**src/rtl/clock_pkg.sv**
```systemverilog
// Shared hours-path types and BCD constants for the time-set and display logic.
package clock_pkg;

   typedef enum logic [1:0] {
      ST_IDLE,
      ST_CHECK,
      ST_CONVERT,
      ST_LOAD
   } hs_state_e;

   localparam logic [7:0] HOURS_MAX_24    = 8'h23;
   localparam logic [7:0] HOURS_MAX_12    = 8'h12;
   localparam logic [7:0] HOURS_PM_OFFSET = 8'h12;

endpackage

```
**src/rtl/hours_to_24h_conv.sv**
```systemverilog
// Combinational check and conversion of a display-format BCD hour (12h+PM or 24h) to 24-hour BCD.
module hours_to_24h_conv
   import clock_pkg::*;
(
   input  logic [3:0] msd_i,
   input  logic [3:0] lsd_i,
   input  logic       pm_i,
   input  logic       military_i,
   output logic       valid_o,
   output logic [3:0] msd_o,
   output logic [3:0] lsd_o
);

   logic       valid24;
   logic       valid12;
   logic       is_twelve;
   logic [4:0] lsd_sum;
   logic [4:0] lsd_wrap;

   always_comb begin
      valid24   = (msd_i < 4'd2) ? (lsd_i <= 4'd9) : ((msd_i == 4'd2) && (lsd_i <= 4'd3));
      valid12   = ((msd_i == 4'd0) && (lsd_i != 4'd0) && (lsd_i <= 4'd9)) ||
                  ((msd_i == 4'd1) && (lsd_i <= 4'd2));
      is_twelve = ({msd_i, lsd_i} == HOURS_MAX_12);
      lsd_sum   = {1'b0, lsd_i} + {1'b0, HOURS_PM_OFFSET[3:0]};
      lsd_wrap  = lsd_sum - 5'd10;
      valid_o   = 1'b0;
      msd_o     = msd_i;
      lsd_o     = lsd_i;
      if (military_i) begin
         valid_o = valid24;
      end else begin
         valid_o = valid12;
         if (is_twelve) begin
            // 12 AM is midnight; 12 PM is noon and passes through
            if (!pm_i) begin
               msd_o = 4'd0;
               lsd_o = 4'd0;
            end
         end else if (pm_i) begin
            if (lsd_sum > 5'd9) begin
               lsd_o = lsd_wrap[3:0];
               msd_o = msd_i + HOURS_PM_OFFSET[7:4] + 4'd1;
            end else begin
               lsd_o = lsd_sum[3:0];
               msd_o = msd_i + HOURS_PM_OFFSET[7:4];
            end
         end
      end
   end

endmodule

```
**src/rtl/hours_set_decoder.sv**
```systemverilog
// Validates a user hours request, converts it to 24h BCD and hands it to the hours register.
// Build option HOURS_SET_CLAMP_EN: clamp invalid requests (with err) instead of rejecting them.
module hours_set_decoder
   import clock_pkg::*;
#(
   parameter int LOAD_TIMEOUT = 0
) (
   input  logic       clk,
   input  logic       rst_n,
   input  logic       military_time,
   input  logic       req_valid,
   output logic       req_ready,
   input  logic [3:0] req_msd,
   input  logic [3:0] req_lsd,
   input  logic       req_pm,
   output logic       load_valid,
   input  logic       load_ready,
   output logic [3:0] load_msd,
   output logic [3:0] load_lsd,
   output logic       err,
   output logic       busy
);

   localparam bit         TMO_EN   = (LOAD_TIMEOUT != 0);
   localparam logic [7:0] TMO_LAST = 8'(LOAD_TIMEOUT - 1);

   hs_state_e  state_q;
   logic       mil_q;
   logic       pm_q;
   logic [3:0] msd_q;
   logic [3:0] lsd_q;
   logic       req_ready_q;
   logic       busy_q;
   logic       load_valid_q;
   logic [3:0] load_msd_q;
   logic [3:0] load_lsd_q;
   logic       err_q;
   logic [7:0] tmo_q;

   logic       conv_valid;
   logic [3:0] conv_msd;
   logic [3:0] conv_lsd;

   hours_to_24h_conv u_conv (
      .msd_i      (msd_q),
      .lsd_i      (lsd_q),
      .pm_i       (pm_q),
      .military_i (mil_q),
      .valid_o    (conv_valid),
      .msd_o      (conv_msd),
      .lsd_o      (conv_lsd)
   );

   always_ff @(posedge clk or negedge rst_n) begin
      if (!rst_n) begin
         state_q      <= ST_IDLE;
         mil_q        <= 1'b0;
         pm_q         <= 1'b0;
         msd_q        <= 4'd0;
         lsd_q        <= 4'd0;
         req_ready_q  <= 1'b1;
         busy_q       <= 1'b0;
         load_valid_q <= 1'b0;
         load_msd_q   <= 4'd0;
         load_lsd_q   <= 4'd0;
         err_q        <= 1'b0;
         tmo_q        <= 8'd0;
      end else begin
         unique case (state_q)
            ST_IDLE: begin
               if (req_valid && req_ready_q) begin
                  mil_q       <= military_time;
                  pm_q        <= req_pm;
                  msd_q       <= req_msd;
                  lsd_q       <= req_lsd;
                  err_q       <= 1'b0;
                  req_ready_q <= 1'b0;
                  busy_q      <= 1'b1;
                  state_q     <= ST_CHECK;
               end
            end
            ST_CHECK: begin
               if (conv_valid) begin
                  state_q <= ST_CONVERT;
               end else begin
                  err_q <= 1'b1;
`ifdef HOURS_SET_CLAMP_EN
                  // Clamped 12h value keeps the captured PM flag for conversion
                  {msd_q, lsd_q} <= mil_q ? HOURS_MAX_24 : HOURS_MAX_12;
                  state_q        <= ST_CONVERT;
`else
                  req_ready_q <= 1'b1;
                  busy_q      <= 1'b0;
                  state_q     <= ST_IDLE;
`endif
               end
            end
            ST_CONVERT: begin
               load_msd_q   <= conv_msd;
               load_lsd_q   <= conv_lsd;
               load_valid_q <= 1'b1;
               tmo_q        <= 8'd0;
               state_q      <= ST_LOAD;
            end
            ST_LOAD: begin
               if (load_ready) begin
                  load_valid_q <= 1'b0;
                  req_ready_q  <= 1'b1;
                  busy_q       <= 1'b0;
                  state_q      <= ST_IDLE;
               end else if (TMO_EN && (tmo_q == TMO_LAST)) begin
                  err_q        <= 1'b1;
                  load_valid_q <= 1'b0;
                  req_ready_q  <= 1'b1;
                  busy_q       <= 1'b0;
                  state_q      <= ST_IDLE;
               end else begin
                  tmo_q <= tmo_q + 8'd1;
               end
            end
            default: begin
               state_q <= ST_IDLE;
            end
         endcase
      end
   end

   assign req_ready  = req_ready_q;
   assign busy       = busy_q;
   assign load_valid = load_valid_q;
   assign load_msd   = load_msd_q;
   assign load_lsd   = load_lsd_q;
   assign err        = err_q;

endmodule

```
**config.mk**
```make
export PLATFORM = sky130hd
export DESIGN_NAME = hours_set_decoder
export DESIGN_NICKNAME = d
export VERILOG_FILES = /design/src/rtl/clock_pkg.sv /design/src/rtl/hours_to_24h_conv.sv /design/src/rtl/hours_set_decoder.sv
export SDC_FILE = /design/constraint.sdc
export NUM_CORES = 1
export LEC_CHECK = 0
export ABC_AREA = 1
export CAP_MARGIN = 20
export CORE_MARGIN = 10
export CORE_UTILIZATION = 30
export DETAILED_ROUTE_END_ITERATION = 16
export GPL_TIMING_DRIVEN = 0
export HOLD_SLACK_MARGIN = 0.03
export PLACE_DENSITY = 0.61
export SLEW_MARGIN = 20
export SYNTH_ARGS = -nofsm -noshare
export SYNTH_HDL_FRONTEND = slang
export SYNTH_HIERARCHICAL = 1
export SYNTH_SLANG_ARGS = --single-unit
```
**constraint.sdc**
```tcl
create_clock -name clk -period 1.4 [get_ports clk]
set_input_delay 0.21 -clock clk [delete_from_list [all_inputs] [get_ports clk]]
set_output_delay 0.21 -clock clk [all_outputs]
set_load 0.005 [all_outputs]
```
==> flow_summary.toml <==
[clock_network]
cts-buffers-inserted = 3
clkTransAtPathRegs_ns = 0.09
clock_latency_ns = 0.27
cts.root.buffer_cell = "clkbuf_8"
cts_max_level = 1
cts_max_path_buffers = 2
cts_tree = "done"
total_clock_sinks = 24

[floorplan]
die_height_um = 93.41
initial_utilization = 0.3125
dieArea_sq_um = 8724
top_level_ports = 26
fp-row-count = 26
core-area_sq_um = 5172
chipWidth_um = 93.41

[layout]
postLayoutCellArea_sq_um = 2392
nets = 297
antennaDiodeCount = 0
n_fill_cell = 507
drive_above_1_share = 0.3273
seqCellArea_sq_um = 606.8
multi_input_area_sq_um = 1065
layout-area-overhead-vs-synth_pct = 47.99

[global_route]
number_of_antenna_violations_at_the_first_check_in_global_routing = 0
grt_max_degree = 25
grt_pass1_vias = 1522
grt.overflow.total = 0
groute.usage.overall = 0.09619
wire_length_of_the_first_global_routing_pass_mm = 7.051

[routing]
drt.antenna.violating_nets = 0
drt_first_iter_violations = 81
drt_pre_antenna_iters = 4
drt_drc_violations_left = 0
wl_per_cell_um = 12.33
vias = 1573
via_per_inst = 4.559
postRouteWirelength_mm = 4.253

[pwr]
switching_power_of_the_nets_mw = 2.391
pwr-share-clk = 0.115
power_leakage_nw = 1.196
power_frac_comb = 0.624
power.ir.vdd_worst_v = 0.0008676
p_seq_frac = 0.261
power.share.switching = 0.4501
powerDensity_nw_per_um2 = 2221
int_pwr_mw = 2.921

[yosys]
synth_seq_cells = 24
yosysMostFrequentCell = "nand2_1"
syn_area_per_cell_sq_um = 7.185
ys_top_cells_by_count = "nand2_1, nand3_1, dfrtp_1, inv_1, inv_2"
yosys.cell_types.count = 28
yosysWarningCount = 6
netlist.area_leader.share = 0.3560
synthArstFlopShare = 1.000
synth.net_count = 246
synth-edff-count = 0
yosys.area.top_type = "dfrtp_1"
postSynthCellCount = 225
netlist_area_sq_um = 1617
synth_ff_type = "dfrtp_1"
seq_area_frac_synth = 0.3723
ys_top_cells_by_area = "dfrtp_1, nand2_1, nand3_1"

[timing]
worstMarginPinSlew_ns = 0.5462
slew_violations = 0
slew_headroom = 0.6358
finalSetupViolations = 9
max_freq_ghz = 0.6202
hold_viol = 0
finalHoldWorstSlack_ns = 0.4568
fin_worst_skew_ns = 0.006780
finalWorstSetupSlack_ns = -0.2123
finalWorstPathRequiredPeriod_ns = 1.612
tcrit_tclk_final = 1.152
rsz0062_at_grt = "yes"

[worst_setup_path]
worstReg2RegEnd = "load_msd[3]$_DFFE_PN0P_"
crit_path_end_kind = "flop"
r2r-start = "lsd_q[2]$_DFFE_PN0P_"
required_ns = 1.61
crit_path_start_kind = "flop"
cp.arrival_ns = 1.82
worstSetupPathType = "reg -> reg"
r2r_slack_ns = -0.21
startpoint = "lsd_q[2]$_DFFE_PN0P_"
critical_path_peak_fanout = 6
r2r.worst_path.cells = 11

[hold_path]
holdCritPathClass = "in -> async"

[placement]
dpl-instance-area_sq_um = 1999
place.gp.congestion = 0.8333
place.port_buffers = 25
detailed_place_hpwl_mm = 2.880

[run_status]
violations = "setup timing"
status = "finished, violations left"

[run]
drv.max_cap_violation_count = 0
power by group through the flow:
| stage | Clock (mW) | Sequential, mW | Combinational [mW] |
|---|---|---|---|
| 6_report | 0.610 | 1.39 | 3.32 |
| 5_1_grt | 0.650 | 1.43 | 3.71 |
| 4_1_cts | 0.627 | 1.37 | 2.92 |
| 3_5_place_dp | 0 | 1.42 | 2.44 |
| 3_3_place_gp | 0 | 1.40 | 2.43 |
| 2_1_floorplan | 0 | 1.34 | 1.76 |
per-stage QoR:
| stage | power, mW | worst slack [ns] | std cells | setup TNS, ns | util |
|---|---|---|---|---|---|
| global route | 5.791 | -0.3104 | 345 | -2.640 | 0.4625 |
| global placement | 3.838 | -0.2393 | 320 | -4.437 | 0.3866 |
| finish | 5.312 | -0.2123 | 345 | -1.464 | 0.4625 |
| CTS | 4.915 | -0.1817 | 339 | -1.270 | 0.4349 |
| detailed placement | 3.859 | -0.2664 | 320 | -6.040 | 0.3866 |
| floorplan | 3.097 | -0.02851 | 225 | -0.1237 | - |
placed cells by master, fill, tap and decap left out, types with 2 or more instances in the layout:
cell and n:
clkdlybuf4s50_1 22, clkbuf_8 3, nand2_2 11, nand2_1 93, o21ai_4 2, dfrtp_2 4, inv_2 9, nand2_4 6
o21ai_1 4, nand3_4 2, nor2_4 5, inv_4 3, nand3_1 23, dfrtp_1 19, buf_6 3, nand3_2 6
nand4_1 3, inv_1 11, buf_4 19, buf_2 2, nor2_1 2, ha_4 5
kinds of logic (layout without fill, tap and decap cells):
group,count (synthesis),in the layout,share of synthesized area
AND/OR/NAND/NOR,154,154,0.4435
buffers and inverters,29,79,0.08359
flip-flops,24,24,0.3723
AO/OA/AOI/OAI,10,10,0.04103
adder cells (fa/ha/maj),7,7,0.05418
XOR/XNOR,1,1,0.005419
what timing repair did:
action	CTS	global route
buffers inserted	15	5
hold buffers	0	1
hold endpoints to repair	0	23
pin swaps	13	22
resized for setup	16	22
setup endpoints to repair	12	12
sequential cells by signal, summed over array words and instances, names as in the netlist, named ones only:
register / count
load_valid: 1
msd_q: 4
mil_q: 1
load_msd: 4
busy: 1
err: 1
lsd_q: 4
load_lsd: 4
req_ready: 1
state_q: 1
pm_q: 1
metal layers:
layer | GRT usage | wire, um | vias up
met1 | 0.1252 | 1923 | 713
li1 | - | - | 810
met2 | 0.1560 | 2021 | 46
met3 | 0.02638 | 274 | 4
met5 | 0 | 0 | -
met4 | 0.01671 | 34 | 0
worst max-delay path by stage:
stage                                         end  slack (ns)  depth (start not counted)
after floorplan           load_msd[1]$_DFFE_PN0P_       -0.03                          9
after global placement    load_msd[3]$_DFFE_PN0P_       -0.24                         11
after detailed placement     lsd_q[2]$_DFFE_PN0P_       -0.27                          1
after CTS                 load_msd[3]$_DFFE_PN0P_       -0.18                         12
after global routing      load_msd[3]$_DFFE_PN0P_       -0.31                         10
final                     load_msd[3]$_DFFE_PN0P_       -0.21                         11
layout make-up:
type / count / share of cell area
clock buffers: 3 / 0.01726
well taps: 70 / 0.03661
repair buffers: 46 / 0.1731
plain buffers: 5 / 0.01778
flip-flops and latches: 24 / 0.2537
inverters: 24 / 0.04393
clock inverters: 1 / 0.01255
multi-input cells: 172 / 0.4451
worst max-delay path, stage by stage (launching register included):
cell,delay [ns]
dfrtp_2,0.50
inv_1,0.12
nand2_4,0.08
nor2_4,0.12
nand2_4,0.07
nand2_4,0.09
inv_4,0.05
o21ai_4,0.19
nand2_1,0.09
nand2_2,0.09
nand3_2,0.07
nand2_1,0.07
No activity file was read; power rests on OpenSTA's default activity.
